===== src/rtl/unidade_controle.sv =====
// Moore control unit sequencing the memory-game datapath.
// Define UC_TIMEOUT_EN to enable the play timer and the timeout end state.
module unidade_controle (
    input  logic       clock,
    input  logic       reset,
    input  logic       iniciar,
    input  logic       jogada_feita,
    input  logic       botoesIgualMemoria,
    input  logic       endecoIgualLimite,
    input  logic       fimL,
    input  logic       timeout,
    output logic       zeraE,
    output logic       contaE,
    output logic       zeraL,
    output logic       contaL,
    output logic       zeraR,
    output logic       registraR,
    output logic       contaT,
    output logic       pronto,
    output logic       acertou,
    output logic       errou,
    output logic       db_timeout,
    output logic [3:0] db_estado
);

    typedef enum logic [3:0] {
        INICIAL        = 4'h0,
        PREPARACAO     = 4'h1,
        INICIO_RODADA  = 4'h2,
        ESPERA_JOGADA  = 4'h3,
        REGISTRA       = 4'h4,
        COMPARACAO     = 4'h5,
        PROXIMA_JOGADA = 4'h6,
        PROXIMA_RODADA = 4'h7,
        FIM_ACERTOU    = 4'hA,
        FIM_TIMEOUT    = 4'hE,
        FIM_ERROU      = 4'hF
    } estado_t;

    typedef struct packed {
        logic zeraE;
        logic contaE;
        logic zeraL;
        logic contaL;
        logic zeraR;
        logic registraR;
        logic contaT;
        logic pronto;
        logic acertou;
        logic errou;
        logic db_timeout;
    } saidas_t;

    estado_t estado_q, estado_d;
    saidas_t saidas_q, saidas_d;

`ifndef UC_TIMEOUT_EN
    logic unused_timeout;
    assign unused_timeout = timeout;
`endif

    function automatic saidas_t decodifica(input estado_t s);
        saidas_t o;
        o = '0;
        case (s)
            PREPARACAO: begin
                o.zeraE = 1'b1;
                o.zeraL = 1'b1;
                o.zeraR = 1'b1;
            end
            INICIO_RODADA:  o.zeraE = 1'b1;
`ifdef UC_TIMEOUT_EN
            ESPERA_JOGADA:  o.contaT = 1'b1;
`endif
            REGISTRA:       o.registraR = 1'b1;
            PROXIMA_JOGADA: o.contaE = 1'b1;
            PROXIMA_RODADA: o.contaL = 1'b1;
            FIM_ACERTOU: begin
                o.pronto  = 1'b1;
                o.acertou = 1'b1;
            end
`ifdef UC_TIMEOUT_EN
            FIM_TIMEOUT: begin
                o.pronto     = 1'b1;
                o.db_timeout = 1'b1;
            end
`endif
            FIM_ERROU: begin
                o.pronto = 1'b1;
                o.errou  = 1'b1;
            end
            default: o = '0;
        endcase
        return o;
    endfunction

    always_comb begin
        estado_d = INICIAL;
        case (estado_q)
            INICIAL:
                estado_d = iniciar ? PREPARACAO : INICIAL;
            PREPARACAO:
                estado_d = INICIO_RODADA;
            INICIO_RODADA:
                estado_d = ESPERA_JOGADA;
            ESPERA_JOGADA: begin
                // A play in the same cycle as a timeout wins.
                if (jogada_feita)
                    estado_d = REGISTRA;
`ifdef UC_TIMEOUT_EN
                else if (timeout)
                    estado_d = FIM_TIMEOUT;
`endif
                else
                    estado_d = ESPERA_JOGADA;
            end
            REGISTRA:
                estado_d = COMPARACAO;
            COMPARACAO: begin
                if (!botoesIgualMemoria)
                    estado_d = FIM_ERROU;
                else if (!endecoIgualLimite)
                    estado_d = PROXIMA_JOGADA;
                else if (fimL)
                    estado_d = FIM_ACERTOU;
                else
                    estado_d = PROXIMA_RODADA;
            end
            PROXIMA_JOGADA:
                estado_d = ESPERA_JOGADA;
            PROXIMA_RODADA:
                estado_d = INICIO_RODADA;
            FIM_ACERTOU:
                estado_d = iniciar ? PREPARACAO : FIM_ACERTOU;
            FIM_TIMEOUT:
                estado_d = iniciar ? PREPARACAO : FIM_TIMEOUT;
            FIM_ERROU:
                estado_d = iniciar ? PREPARACAO : FIM_ERROU;
            default:
                estado_d = INICIAL;
        endcase
        saidas_d = decodifica(estado_d);
    end

    // Outputs are registered from the next state so they track the state register.
    always_ff @(posedge clock) begin
        if (reset) begin
            estado_q <= INICIAL;
            saidas_q <= '0;
        end else begin
            estado_q <= estado_d;
            saidas_q <= saidas_d;
        end
    end

    assign zeraE      = saidas_q.zeraE;
    assign contaE     = saidas_q.contaE;
    assign zeraL      = saidas_q.zeraL;
    assign contaL     = saidas_q.contaL;
    assign zeraR      = saidas_q.zeraR;
    assign registraR  = saidas_q.registraR;
    assign contaT     = saidas_q.contaT;
    assign pronto     = saidas_q.pronto;
    assign acertou    = saidas_q.acertou;
    assign errou      = saidas_q.errou;
    assign db_timeout = saidas_q.db_timeout;
    assign db_estado  = estado_q;

endmodule

===== config.mk =====
export PLATFORM = sky130hd
export DESIGN_NAME = unidade_controle
export DESIGN_NICKNAME = d
export VERILOG_FILES = /design/src/rtl/unidade_controle.sv
export SDC_FILE = /design/constraint.sdc
export NUM_CORES = 1
export LEC_CHECK = 0
export ABC_CLOCK_PERIOD_IN_PS = 2000
export CORE_AREA = 2 2 40 42
export CTS_BUF_LIST = sky130_fd_sc_hd__clkbuf_4
export DETAILED_ROUTE_END_ITERATION = 8
export DIE_AREA = 0 0 42 44
export GPL_TIMING_DRIVEN = 0
export PLACE_DENSITY = 0.86
export SYNTH_ARGS = -nofsm -noshare
export SYNTH_HDL_FRONTEND = slang
export SYNTH_SLANG_ARGS = --single-unit

===== constraint.sdc =====
create_clock -name clock -period 2 [get_ports clock]
set_input_delay 0.6 -clock clock [delete_from_list [all_inputs] [get_ports clock]]
set_output_delay 0.6 -clock clock [all_outputs]
set_load 0.005 [all_outputs]

==> reports/metrics.csv <==
metric,value,unit
Vias/cell,5.059,
CP Launch Type,flop,
met1 WL,528,um
die area,1848,sq um
CTS Buffer Depth,2,
CTS tree,yes,
P_int,421.0,uW
Comb pwr share,0.284,
H-tree levels,1,
Seq pwr share,0.455,
Leak,0.3240,nW
first-iteration detailed-routing DRC count,9,
post-synth top area share,0.4042,
postcts setup bufs,0,
layout cell share with drive strength beyond 1,0.1977,
CP Data Arrival Time,1340,ps
routed vias,516,
clock network fraction of design power,0.261,
Pre-Repair DR Iteration Count,4,
syn_area_per_cell,9.586,sq um
mapped cell area,594.3,sq um
gp weighted congestion,0.8217,
max incr delay on CP,570,ps
"Slowest-stage cell, CP",clkdlybuf4s50_1,
Clock transition at path regs,70,ps
power density cells,704.2,nW/um^2
clock sink count,12,
Routed Antenna Nets,0,
Clk Tree Root Cell,clkbuf_4,
Initial Util,0.4189,
CTS Buf Count,3,
Post-synth ARST share,0,
DP Area,808.3,sq um
Die Y,44,um
IO Port Bufs,19,
final period utilization,0.9713,
met3 WL,67,um
sequential share of the synthesized area,0.4042,
Worst Path Required,1400,ps
post-route minimum period,1943,ps
ant diodes,0,
most frequent cell after synthesis,dfxtp_1,
Yosys warning count,0,
synth top area cells,"dfxtp_1 (40%), nor2_1 (5.1%), buf_4 (3.8%)",
total gr overflow,0,
P_sw,167.6,uW
cell total after placement,98,
max-cap violations,0,
Post-synth top cells,"dfxtp_1 (12), nor2_1 (8), buf_4 (3), nand2b_1 (3), nor3_1 (3)",
Mapped Cells,62,
Final Max Slew Viols,0,
nets,95,
"Cell Chain, Critical Path",clkdlybuf4s50_1,
Synth area leader,dfxtp_1,
drc violations,0,
Max Clk Rate,514.8,MHz
dpl hpwl,898,um
"Clk Latency, worst-skew pair",270,ps
Syn-to-layout area delta,40.63,%
initial antenna violation count,0,
Worst setup EP type,output port,
Routed WL per cell,11.93,um
"Hold Vio Cnt, Final",0,
Switching Fraction,0.2848,
Top Metal Used,met4,
Final Skew,1.163,ps
RSZ-0062 raised after global routing,false,
"non-filler cells, final",102,
Yosys reg bits,12,
post-synth cell types,33,
FP Rows,14,
ys flop type,dfxtp_1,
die width,42,um
outcome,"complete, no violations",
vias in the first global route,466,
Post-synth EDFFs,0,
Core ar.,1419,sq um
Peak VDD IR,338.8,uV
fin area,835.8,sq um
I/O pin cnt,23,
Worst Path Buf+Inv,1,
crit path kind,flop to output port,
Overall Global Routing Usage,0.1456,
largest net degree at the start of global routing,11,
drt total wl,1217,um
worst hold path class,flop to flop,
"critical path fanouts, max",9,
Reg2Reg Setup Slack,350,ps
hold buffer count at CTS,0,
metal2 WL,605,um
Setup-failing EPs final,0,
first-pass GRT wire length,1987,um
"CP delay by family, top",buffers and inverters,
==> worst min-delay path: cells and delay by family, from the launching register on <==
family	cells	cell delay, ps
and+or+nand+nor	1	80
DFF	1	420
AOI/OAI and AO/OA	1	90
==> worst paths after layout <==
| kind | start | end | cells past startpoint |
|---|---|---|---|
| setup reg to reg | db_estado[1] | zeraE | 6 |
| setup / recovery | db_estado[0] | db_estado[0] | 1 |
| hold / removal | db_estado[2] | db_estado[2] | 2 |
| hold reg to reg | db_estado[2] | db_estado[2] | 2 |
==> timing repair <==
item,4_1_cts,5_1_grt
resized for setup,0,3
setup endpoints to repair,0,3
hold endpoints to repair,0,0
==> area by class of cell <==
cell class / instances / area, sq um
Buffer: 5 / 32.53
Clock buffer: 3 / 22.52
Clock inverter: 1 / 3.754
Fill cell: 118 / 583.1
Inverter: 3 / 11.26
Multi-Input combinational cell: 43 / 314.1
Sequential cell: 12 / 241.5
Tap cell: 16 / 20.02
Timing Repair Buffer: 19 / 190.2
==> registers in the layout, indices dropped and copies added, names as in the netlist <==
signal     count
zeraR          1
acertou        1
registraR      1
contaE         1
pronto         1
contaL         1
db_estado      4
errou          1
zeraE          1
==> power groups by stage <==
| stage | Clock [mW] | Sequential (mW) | Combinational [mW] |
|---|---|---|---|
| 2_1_floorplan | 0 | 0.273 | 0.0992 |
| 3_3_place_gp | 0 | 0.273 | 0.163 |
| 3_5_place_dp | 0 | 0.273 | 0.166 |
| 4_1_cts | 0.155 | 0.268 | 0.167 |
| 5_1_grt | 0.173 | 0.270 | 0.180 |
| 6_report | 0.154 | 0.268 | 0.167 |
==> cell usage in the layout (no fill, tap or decap), types with 2 or more instances in the layout <==
cell type        synthesis  final
nor3_1                   3      3
dfxtp_1                 12     11
inv_2                    2      2
nor2_1                   8      8
o21ai_0                  2      2
conb_1                   1      2
xnor2_1                  2      2
nand2b_1                 3      3
nand3b_1                 2      2
clkdlybuf4s50_1          0     19
buf_2                    2      2
clkbuf_4                 0      3
buf_4                    3      3
==> through the flow <==
stage / utilization / setup WS (ps) / setup TNS, ps / total power [mW] / hold WS [ps]
2_1_floorplan: - / 418.8 / 0 / 0.3724 / 672.4
5_1_grt: 0.5891 / 14.10 / 0 / 0.6233 / 673.4
4_1_cts: 0.5882 / 56.06 / 0 / 0.5899 / 746.2
3_5_place_dp: 0.5697 / -219.9 / -876.9 / 0.4388 / 737.8
6_report: 0.5891 / 57.34 / 0 / 0.5886 / 631.8
3_3_place_gp: 0.5697 / -207.1 / -805.6 / 0.4356 / 720.7
==> cell families after synthesis <==
kind of cell | synth area share
and+or+nand+nor | 0.3011
DFF | 0.4042
buffers and inverters | 0.07368
AOI/OAI and AO/OA | 0.1853
other | 0.006310
xor gates and xnor gates | 0.02948
==> metal layers <==
metal  GRT usage  vias to the layer above
met5           0                        -
met3     0.04583                        2
met2      0.2375                       19
met1      0.1718                      229
li1            -                      266
met4     0.07742                        0
(Power assumes the default switching activity.)
